`config.mk`:
```
export PLATFORM = sky130hd
export DESIGN_NAME = gcd_iter
export DESIGN_NICKNAME = d
export VERILOG_FILES = /design/src/rtl/gcd_iter.sv
export SDC_FILE = /design/constraint.sdc
export NUM_CORES = 1
export LEC_CHECK = 0
export CAP_MARGIN = 5
export CORE_MARGIN = 3
export CORE_UTILIZATION = 35
export DETAILED_ROUTE_END_ITERATION = 12
export PLACE_DENSITY = 0.62
export SLEW_MARGIN = 10
export SYNTH_ARGS = -nofsm -noshare
export SYNTH_HDL_FRONTEND = slang
export SYNTH_SLANG_ARGS = --single-unit
```
`constraint.sdc`:
```
create_clock -name clk -period 5.55 [get_ports clk]
set_input_delay 1.11 -clock clk [delete_from_list [all_inputs] [get_ports clk]]
set_output_delay 1.11 -clock clk [all_outputs]
set_load 0.02 [all_outputs]
```
`src/rtl/gcd_iter.sv`:
```
// ---------------------------------------------------------------------------
// gcd_iter
// Iterative GCD by repeated subtraction. A start request latches two unsigned
// operands. After that the block subtracts the smaller operand from the larger
// one, one subtraction per clock, until the GCD is known. The result and the
// number of subtractions are then held until the next result.
//
// Handshake: go is a request sampled on the rising edge of clk. It is accepted
// only in IDLE; go is ignored while busy=1. done is a one-cycle pulse. It goes
// high in the first cycle in which gcd_out/iters hold a new result. The FSM is
// already back in IDLE in that cycle, so go=1 during the done cycle starts the
// next computation with no dead cycle between.
//
// Ports
//   clk       : clock, rising edge
//   clr       : asynchronous, active-low reset
//   go        : start request
//   xin, yin  : operands (unsigned, WIDTH bits)
//   busy      : computation in progress
//   done      : one-cycle new-result pulse
//   gcd_out   : last computed GCD
//   iters     : subtraction count of the last computation (saturating)
//   dbg_state : current FSM state (0 = IDLE, 1 = CALC)
// ---------------------------------------------------------------------------
module gcd_iter #(
    parameter int WIDTH = 8,
    parameter int CW    = WIDTH
) (
    input  logic             clk,
    input  logic             clr,
    input  logic             go,
    input  logic [WIDTH-1:0] xin,
    input  logic [WIDTH-1:0] yin,
    output logic             busy,
    output logic             done,
    output logic [WIDTH-1:0] gcd_out,
    output logic [CW-1:0]    iters,
    output logic             dbg_state
);

    typedef enum logic {
        IDLE = 1'b0,
        CALC = 1'b1
    } state_t;

    localparam logic [CW-1:0] CNT_ONE = CW'(1);

    state_t           state;
    state_t           state_nxt;
    logic [WIDTH-1:0] x_q;
    logic [WIDTH-1:0] y_q;
    logic [CW-1:0]    cnt_q;
    logic [CW-1:0]    cnt_inc;
    logic             res_valid;
    logic [WIDTH-1:0] res_val;

    // The result is known when either operand is zero or both are equal.
    // The zero checks come first, so gcd(0,b)=b and gcd(a,0)=a. The equal
    // check would also return the right value for gcd(0,0).
    always_comb begin
        res_valid = 1'b0;
        res_val   = x_q;
        if (x_q == '0) begin
            res_valid = 1'b1;
            res_val   = y_q;
        end else if (y_q == '0) begin
            res_valid = 1'b1;
            res_val   = x_q;
        end else if (x_q == y_q) begin
            res_valid = 1'b1;
            res_val   = x_q;
        end
    end

    // Saturating increment: the counter sticks at all-ones.
    always_comb begin
        cnt_inc = (&cnt_q) ? cnt_q : cnt_q + CNT_ONE;
    end

    // FSM: state register
    always_ff @(posedge clk or negedge clr) begin
        if (!clr) begin
            state <= IDLE;
        end else begin
            state <= state_nxt;
        end
    end

    // FSM: next-state logic
    always_comb begin
        state_nxt = state;
        case (state)
            IDLE:    if (go) state_nxt = CALC;
            CALC:    if (res_valid) state_nxt = IDLE;
            default: state_nxt = IDLE;
        endcase
    end

    // FSM: outputs
    always_comb begin
        busy      = (state == CALC);
        dbg_state = state;
    end

    // Datapath. On each CALC cycle the block does exactly one thing. It either
    // records the result or subtracts the smaller operand from the larger one.
    // Subtracting the smaller from the larger means the difference never wraps.
    always_ff @(posedge clk or negedge clr) begin
        if (!clr) begin
            x_q     <= '0;
            y_q     <= '0;
            cnt_q   <= '0;
            gcd_out <= '0;
            iters   <= '0;
            done    <= 1'b0;
        end else begin
            done <= 1'b0;
            case (state)
                IDLE: begin
                    if (go) begin
                        x_q   <= xin;
                        y_q   <= yin;
                        cnt_q <= '0;
                    end
                end
                CALC: begin
                    if (res_valid) begin
                        gcd_out <= res_val;
                        iters   <= cnt_q;
                        done    <= 1'b1;
                    end else if (x_q < y_q) begin
                        y_q   <= y_q - x_q;
                        cnt_q <= cnt_inc;
                    end else begin
                        x_q   <= x_q - y_q;
                        cnt_q <= cnt_inc;
                    end
                end
                default: ;
            endcase
        end
    end

endmodule
```
Word-level counts from Yosys, hierarchy flattened --
Index checks and enable logic that the tools add are counted.
Storage, ports and cells: register bits 42, input port bits 19, output and inout port bits 19, logic and storage cells 46
Cells by class: add/subtract/negate cells 3, order comparisons 1, equal/unequal tests 6, mux-type cells 21, bitwise gates (word level) 1, reduce and logical (&&, ||, !) cells 7
Operators with widths (number):
- 8-bit 2-to-1 mux | 10
- 8-bit case mux with 2 select lines | 3
- 8-bit zero test | 2
- 8-bit subtractor | 2
- 3-bit AND reduction | 3
- 8-bit by 1-bit adder with 8-bit output, second input constant | 1
- 8-bit equality test | 1
- 8-bit < comparator | 1
- 2-bit != test, second input constant | 4
- 8-bit AND reduction | 1
- 1-bit 2-to-1 mux | 7
- 2-bit by 1-bit != test with 1-bit output, second input constant | 1
- 1-bit case mux with 2 select lines | 1
- 2-bit AND reduction | 1
- 1-bit inverter | 1

Depth between registers and ports, before layout --
Gate-level depths: netlist of run 1.
word-level depth 6, mapped depth 9

Worst setup path before layout of run 1 --
No wires, ideal clock.
path type reg2reg, from register x_q[0], to register x_q[0], setup time 0.125 ns, arrival 2.279 ns, data required time 5.425 ns, slack 3.146 ns, cell stages (with the launch flop) 9, buffers on the path 0, period minus slack after synthesis 2.404 ns, cells stage by stage dfrtp_1 -> inv_1 -> ha_1 -> fa_1 -> nand2b_1 -> a211oi_1 -> o21ai_1 -> a2bb2oi_2 -> mux2_2
Between the ends: cells in the longest elaborated chain, start to end 6
RTL lines:
- start: declaration | line 50 | logic [WIDTH-1:0] x_q;
- start signal: assignment | line 121 | x_q <= xin;
- start signal: assignment | line 135 | x_q <= x_q - y_q;
- parallel branches: the longest is 6 deep, another holds 8-bit subtractor
Several ways; the timed one is not identified. The select of a mux whose other input is x is not followed. A chain may end at the register's enable or synchronous reset.

Worst setup path in the final report of run 1 --
from input go, to register x_q[5]
Between the ends: cells in the longest elaborated chain, start to end 2
RTL lines:
- start: declaration | line 31 | input logic go,
- 2-bit != test (no source line)
- 3-bit AND reduction (no source line)
Every way passes these cells.

==> results of run 1 <==
worst paths after layout:
path                                              from                      to  slack [ps]  depth (start not counted)
worst max register to register      x_q[0]$_DFFE_PN0P_      x_q[5]$_DFFE_PN0P_        2780                          8
worst min register to register  gcd_out[3]$_DFFE_PN0P_  gcd_out[3]$_DFFE_PN0P_         480                          2
worst max-delay path                                go      x_q[5]$_DFFE_PN0P_        2720                          5
max in group asynchronous                          clr      y_q[5]$_DFFE_PN0P_        4010                          1
min in group asynchronous                          clr    iters[1]$_DFFE_PN0P_         960                          1
worst min-delay path            gcd_out[3]$_DFFE_PN0P_  gcd_out[3]$_DFFE_PN0P_         480                          2
flip-flops by register name, indices dropped and copies added (netlist names):
register  count
cnt_q         8
busy          1
done          1
y_q           8
iters         8
x_q           8
gcd_out       8
stage by stage:
stage	hold WS, ps	worst slack, ps	total power [mW]
after floorplan	493	3150	1.87
after global placement	460	2410	2.25
after detailed placement	471	2380	2.29
after CTS	490	2700	2.54
after global routing	516	2600	2.76
final	478	2720	2.52
cell families (layout without fill, tap and decap cells):
group                      after synthesis  after routing  synth area share, %
DFF                                     42             42                 37.1
adders and majority gates               18             18                 8.48
buffers and inverters                   35             66                 5.08
AOI/OAI and AO/OA                       77             77                 17.8
and+or+nand+nor                         96             96                 18.0
muxes                                   31             31                 12.0
xor gates and xnor gates                 5              5                 1.55
metal layers:
layer | routed length (um) | share of wire, % | up-vias | GRT usage (%)
met5 | 0 | 0 | - | 0
met4 | 110 | 1.6 | 0 | 4.86
met3 | 382 | 5.7 | 8 | 2.58
met2 | 3070 | 46 | 87 | 24.3
met1 | 3110 | 47 | 1141 | 21.7
li1 | - | - | 1148 | -
cells in the mapped netlist, drive strengths merged, types with 3 or more instances:
| master | instances | share of area, % |
|---|---|---|
| dfrtp | 42 | 37 |
| nand2 | 28 | 3.7 |
| a21oi | 24 | 4.2 |
| o21ai | 23 | 4.1 |
| nor2 | 22 | 3.8 |
| inv | 20 | 2.7 |
| mux2i | 17 | 6.0 |
| ha | 16 | 7.1 |
| mux2 | 14 | 6.0 |
| buf | 9 | 1.6 |
| nand3 | 9 | 1.6 |
| nand2b | 8 | 1.8 |
| a2bb2oi | 6 | 2.1 |
| clkbuf | 6 | 0.80 |
| or4 | 6 | 2.0 |
| nor3 | 5 | 1.1 |
| nor4 | 5 | 1.1 |
| nand4 | 4 | 0.88 |
| o211ai | 4 | 1.1 |
| a211oi | 3 | 0.80 |
| nor2b | 3 | 0.66 |
| o21a | 3 | 0.80 |
| o41ai | 3 | 0.93 |
| xor2 | 3 | 0.93 |
layout make-up:
class	count	area, um2
clock buffers	7	76.3
clock inverters	1	30.0
fillers	773	4430
inverters	20	75.1
multi-input cells	227	1650
flip-flops and latches	42	1050
well taps	102	128
repair buffers	38	373
where the power goes:
group          internal, mW  switching [mW]
sequential            0.451           0.148
clock                 0.135           0.104
combinational         0.767           0.920
total                  1.35            1.17
worst max-delay path, cell delays in order:
cell	delay (ps)
clkdlybuf4s50_1	480
nor2b_1	390
nor2_1	100
a2bb2oi_2	530
mux2_2	400
==> results.sh, run 1 <==
export IMPL_grt_overflow_total=0
export IMPL_htreeDepth=2
export IMPL_status="completed"
export IMPL_startpoint_type="input port"
export IMPL_grt_pass1_vias=2226
export IMPL_cts_sinks=42
export IMPL_holdBufCountCts=0
export IMPL_syn_inst=304
export IMPL_ir_worst_vdd_mv=0.232
export IMPL_dr_total_vias=2384
export IMPL_viasPerCell=5.46
export IMPL_routed_wl_mm=6.67
export IMPL_drv_cap=0
export IMPL_crit_type="input port to flop"
export IMPL_cts_resized=0
export IMPL_fin_cells=437
export IMPL_cp_max_fo=8
export IMPL_clockBufferDepth=2
export IMPL_syn_nets=341
export IMPL_ant_nets=0
export IMPL_insertion_delay_ps=290
export IMPL_setup_violations=0
export IMPL_die_area_um2=9210
export IMPL_drive_gt1_share_pct=9.55
export IMPL_syn_to_final_growth_pct=19.3
export IMPL_ys_seq_elements=42
export IMPL_worst_ep_required_time_ps=5730
export IMPL_tns_ps=0
export IMPL_layout_commonest_cell="dfrtp_1"
export IMPL_async_flop_share_pct=100
export IMPL_diodes=0
export IMPL_crit_arrival_ps=3010
export IMPL_num_io_pins=38
export IMPL_grtUsageTotal_pct=15.5
export IMPL_power_leakage_nw=1.52
export IMPL_synth_area_um2=2830
export IMPL_hold_viol_final=0
export IMPL_max_slew_margin_pct=32.8
export IMPL_cts_root_buf="clkbuf_8"
export IMPL_synth_edff_count=0
export IMPL_gp_congestion=0.890
export IMPL_synth_ff_type="dfrtp_1"
export IMPL_cts_tree="yes"
export IMPL_place_hpwl_mm=4.88
export IMPL_start_util_pct=36.3
export IMPL_maxSlewViolCount=0
export IMPL_ys_types=50
export IMPL_cp_end_kind="flop"
export IMPL_routedWlPerCell_um=15.3
export IMPL_place_inst=429
export IMPL_die_h_um=95.9
export IMPL_drtIter0Drc=158
export IMPL_hp_class="flop to flop"
export IMPL_final_net_count=371
export IMPL_most_common_layout_cells="42 x dfrtp_1, 36 x clkdlybuf4s50_1, 28 x nand2_1"
export IMPL_fmax_mhz=354
export IMPL_syn_avg_cell_area_um2=9.31
export IMPL_fin_util_pct=43.3
export IMPL_grt_setup_unrepaired="no"
export IMPL_io_buffers=37
export IMPL_synth_warnings=0
export IMPL_ys_seq_area_share_pct=37.1
export IMPL_dr_pass1_iters=4
export IMPL_floorplan_die_width_um=95.9
export IMPL_remaining_drc_errors=0
export IMPL_post_cts_buffers=0
export IMPL_path_clk_slew_ps=80
export IMPL_worst_clock_skew_ps=5.31
export IMPL_core_area_um2=7810
export IMPL_antenna_found_initial=0
export IMPL_grt_first_pass_wirelength_mm=11.0
export IMPL_dpl_instance_area_um2=3270
export IMPL_numCtsBuffers=5
export IMPL_min_period_ps=2830
export IMPL_fin_crit_sh_pct=50.9
export IMPL_tightestPinTransition_ps=1010
export IMPL_fin_area_um2=3380
export IMPL_power_per_cell_area_nw_per_um2=747
export IMPL_rows=32
export IMPL_grt_max_degree=43
Power figures use the tool's default switching activity.
==> run 2: changes to the inputs <==
- PLACE_DENSITY: 0.62 -> 0.64
- clock period: 5.55 -> 2.32 ns (I/O delays scaled with it)
==> run 2 against run 1 <==
- sequential share of layout area decreased by 3.0 points
- via count rose by 4.6%
- clock skew up 5.5 ps
- critical endpoint is now y_q[0]$_DFFE_PN0P_
- largest cell class unchanged
==> results.sh, run 2 (synthesis gave the netlist of run 1 again) <==
export IMPL_status="completed"
export IMPL_rows=32
export IMPL_grt_overflow_total=0
export IMPL_cts_root_buf="clkbuf_8"
export IMPL_ant_nets=0
export IMPL_gp_congestion=0.841
export IMPL_insertion_delay_ps=300
export IMPL_cp_max_fo=5
export IMPL_pre_cts_ws_ps=-17.7
export IMPL_core_area_um2=7810
export IMPL_critPathMaxStageDelay_ps=570
export IMPL_slowest_stage="or4_1"
export IMPL_place_hpwl_mm=5.59
export IMPL_fin_crit_sh_pct=96.2
export IMPL_layout_setup_ws_ps=87.7
export IMPL_htreeDepth=2
export IMPL_dr_pass1_iters=4
export IMPL_floorplan_die_width_um=95.9
export IMPL_min_period_ps=2230
export IMPL_cp_cell_sequence="buf_4, or4_1, nor2_4, nor3_2, buf_4, a31oi_4, mux2_4"
export IMPL_fmax_mhz=448
export IMPL_final_net_count=407
export IMPL_num_io_pins=38
export IMPL_drv_cap=0
export IMPL_path_clk_slew_ps=90
export IMPL_dr_total_vias=2494
export IMPL_diodes=0
export IMPL_die_h_um=95.9
export IMPL_drive_gt1_share_pct=21.8
export IMPL_worst_clock_skew_ps=10.8
export IMPL_crit_type="flop to flop"
export IMPL_cts_tree="yes"
export IMPL_setup_violations=0
export IMPL_grt_pass1_vias=2431
export IMPL_maxSlewViolCount=0
export IMPL_grt_max_degree=23
export IMPL_drtIter0Drc=233
export IMPL_viasPerCell=5.27
export IMPL_tightestPinTransition_ps=544
export IMPL_most_common_layout_cells="41 x dfrtp_1, 36 x clkdlybuf4s50_1, 33 x buf_4"
export IMPL_crit_top_cell="buf_4"
export IMPL_cts_sinks=42
export IMPL_crit_arrival_ps=2410
export IMPL_io_buffers=37
export IMPL_syn_to_final_growth_pct=32.4
export IMPL_antenna_found_initial=0
export IMPL_routedWlPerCell_um=15.0
export IMPL_grtUsageTotal_pct=16.7
export IMPL_tns_ps=0
export IMPL_clockBufferDepth=2
export IMPL_remaining_drc_errors=0
export IMPL_crit_buf_inv=2
export IMPL_start_util_pct=36.3
export IMPL_worst_ep_required_time_ps=2500
export IMPL_hp_class="input port to async pin"
export IMPL_fillers=740
export IMPL_max_slew_margin_pct=63.7
export IMPL_hold_viol_final=0
export IMPL_routed_wl_mm=7.12
export IMPL_layout_commonest_cell="dfrtp_1"
export IMPL_numCtsBuffers=5
export IMPL_die_area_um2=9210
export IMPL_startpoint_type="flop"
export IMPL_crit_family="simple AND/OR/NAND/NOR gates"
export IMPL_grt_first_pass_wirelength_mm=11.9
export IMPL_cp_end_kind="flop"
## run 2: metal layers
| metal | global-route usage [%] | vias to the layer above | wire [um] |
|---|---|---|---|
| li1 | - | 1224 | - |
| met1 | 23.8 | 1189 | 3260 |
| met2 | 26.5 | 70 | 3360 |
| met3 | 2.03 | 11 | 382 |
| met4 | 4.74 | 0 | 117 |
| met5 | 0 | - | 0 |
## run 2: repair_timing
item                                    CTS  global route
resized for setup                         5            12
endpoints found under the setup margin   11            26
endpoints found under the hold margin     0             0
hold buffers                              0             0
pin swaps                                 3             6
setup buffers                             0             2
## run 2: area by class of cell
class	instances	area, um2	share of cell area, %
well taps	102	128	3.40
clock buffers	5	68.8	1.84
multi-input cells	227	1720	45.8
inverters	20	75.1	2.00
clock inverters	3	40.0	1.07
flip-flops and latches	42	1050	28.1
repair buffers	74	667	17.8
## run 2: path summary, 6_finish.rpt
check                                         endpoint  slack (ps)  cells after the start                    from
worst max register to register      y_q[0]$_DFFE_PN0P_          90                      7      x_q[4]$_DFFE_PN0P_
worst min-delay path                y_q[3]$_DFFE_PN0P_         140                      1                     clr
worst max-delay path                y_q[0]$_DFFE_PN0P_          90                      7      x_q[4]$_DFFE_PN0P_
min in group clk                gcd_out[5]$_DFFE_PN0P_         490                      2  gcd_out[5]$_DFFE_PN0P_
worst min register to register  gcd_out[5]$_DFFE_PN0P_         490                      2  gcd_out[5]$_DFFE_PN0P_
max in group asynchronous       gcd_out[7]$_DFFE_PN0P_        1680                      2                     clr
## run 2: per-stage QoR
step | util, % | hold WS (ps) | instances | instance area, um2
floorplan | - | 168 | 304 | 2850
global placement | 45.4 | 464 | 463 | 3550
detailed placement | 45.4 | 481 | 463 | 3550
CTS | 47.1 | 161 | 471 | 3680
global route | 48.0 | 182 | 473 | 3750
finish | 48.0 | 143 | 473 | 3750
Power of run 2 is not shown: default switching activity piles up to over one toggle a cycle in this logic, so the estimate is an artifact.
==> run 3: changes to the inputs <==
- REMOVE_ABC_BUFFERS: default -> 1
==> run 3 against run 2 <==
- hold slack gained 86 ps
- first-iteration DRC count shrank 40%
- cell area rose by 0.63%
- sequential cell count did not move
- count of clock-buffer cells in the layout unchanged
- die area unchanged
==> results.sh, run 3 (synthesis gave the netlist of run 1 again) <==
export IMPL_busiest_layer="met2"
export IMPL_grt_max_degree=43
export IMPL_cp_max_fo=6
export IMPL_min_period_ps=2280
export IMPL_tightestPinTransition_ps=551
export IMPL_grt_overflow_total=0
export IMPL_grt_met3_usage_pct=2.35
export IMPL_status="completed"
export IMPL_crit_family="compound AO/OA/AOI/OAI gates"
export IMPL_cts_sinks=42
export IMPL_ant_nets=0
export IMPL_gr_usage_met2_pct=27.5
export IMPL_crit_type="flop to flop"
export IMPL_routedWlPerCell_um=15.3
export IMPL_num_io_pins=38
export IMPL_hold_viol_final=0
export IMPL_dr_total_vias=2458
export IMPL_setup_violations=0
export IMPL_die_h_um=95.9
export IMPL_syn_to_final_growth_pct=33.2
export IMPL_io_buffers=37
export IMPL_remaining_drc_errors=0
export IMPL_rows=32
export IMPL_hold_slack_ps=229
export IMPL_dr_pass1_iters=4
export IMPL_antenna_found_initial=0
export IMPL_fmax_mhz=439
export IMPL_path_clk_slew_ps=90
export IMPL_slowest_stage="dfrtp_1"
export IMPL_cts_root_buf="clkbuf_8"
export IMPL_drtIter0Drc=140
export IMPL_place_hpwl_mm=5.63
export IMPL_grt_pass1_vias=2493
export IMPL_final_net_count=409
export IMPL_floorplan_die_width_um=95.9
export IMPL_grtUsageTotal_pct=16.9
export IMPL_hp_class="input port to async pin"
export IMPL_fin_util_pct=48.3
export IMPL_cp_end_kind="flop"
export IMPL_maxSlewViolCount=0
export IMPL_layout_commonest_cell="dfrtp_1"
export IMPL_grt_util_met1_pct=23.1
export IMPL_worst_ep_required_time_ps=2510
export IMPL_fin_crit_sh_pct=98.2
export IMPL_core_area_um2=7810
export IMPL_crit_buf_inv=2
export IMPL_most_common_layout_cells="42 x dfrtp_1, 36 x clkdlybuf4s50_1, 35 x buf_4"
export IMPL_routed_wl_mm=7.28
export IMPL_htreeDepth=2
export IMPL_cts_tree="yes"
export IMPL_drive_gt1_share_pct=21.2
export IMPL_clockBufferDepth=2
export IMPL_crit_arrival_ps=2470
export IMPL_start_util_pct=36.3
export IMPL_startpoint_type="flop"
export IMPL_critPathMaxStageDelay_ps=350
export IMPL_drv_cap=0
export IMPL_reg2reg_slack_ps=40
export IMPL_cp_cell_sequence="inv_1, ha_2, fa_2, nand2b_4, a211oi_2, o21ai_4, a31oi_4, buf_12, mux2_4"
export IMPL_worst_clock_skew_ps=18.5
export IMPL_grt_first_pass_wirelength_mm=12.1
export IMPL_max_slew_margin_pct=63.3
export IMPL_numCtsBuffers=5
export IMPL_diodes=0
export IMPL_insertion_delay_ps=300
export IMPL_die_area_um2=9210
export IMPL_gp_congestion=0.851
export IMPL_viasPerCell=5.17
==> run 3: per-layer routing <==
| layer | wire [um] | vias up |
|---|---|---|
| met1 | 3390 | 1160 |
| li1 | - | 1225 |
| met3 | 335 | 7 |
| met4 | 107 | 0 |
| met2 | 3440 | 66 |
| met5 | 0 | - |
==> run 3: area by class of cell <==
type	count	area, um2
fillers	753	4040
clock buffers	5	68.8
flip-flops and latches	42	1050
inverters	20	75.1
repair buffers	76	682
multi-input cells	227	1700
clock inverters	3	68.8
well taps	102	128
==> run 3: worst paths after layout <==
kind | cells after the start | start | endpoint
max | 9 | x_q[0]$_DFFE_PN0P_ | y_q[0]$_DFFE_PN0P_
min | 2 | clr | x_q[5]$_DFFE_PN0P_
max reg2reg | 9 | x_q[0]$_DFFE_PN0P_ | y_q[0]$_DFFE_PN0P_
min reg2reg | 2 | gcd_out[0]$_DFFE_PN0P_ | gcd_out[0]$_DFFE_PN0P_
max in group asynchronous | 2 | clr | cnt_q[5]$_DFFE_PN0P_
min in group clk | 2 | gcd_out[0]$_DFFE_PN0P_ | gcd_out[0]$_DFFE_PN0P_
==> run 3: what timing repair did <==
item,4_1_cts,5_1_grt
setup endpoints to repair,10,21
hold buffers,0,0
gates cloned,0,0
pin swaps,2,5
setup buffers,0,3
gates resized for setup,0,13
==> run 3: worst reg2reg max path: stages, from the launching register on <==
cell and delay [ps]:
dfrtp_1 350, inv_1 50, ha_2 190, fa_2 340
nand2b_4 150, a211oi_2 290, o21ai_4 120, a31oi_4 220
buf_12 150, mux2_4 300
==> run 3: per-stage QoR <==
stage / area [um2] / cells / TNS [ps] / worst slack, ps
after floorplan: 2760 / 289 / -3780 / -257
after global placement: 3530 / 464 / 0 / 15.2
after CTS: 3670 / 472 / 0 / 2.26
final: 3770 / 475 / 0 / 42.0
after detailed placement: 3530 / 464 / -13.1 / -6.07
after global routing: 3770 / 475 / -43.5 / -22.0
Power of run 3 is left out for the same reason.
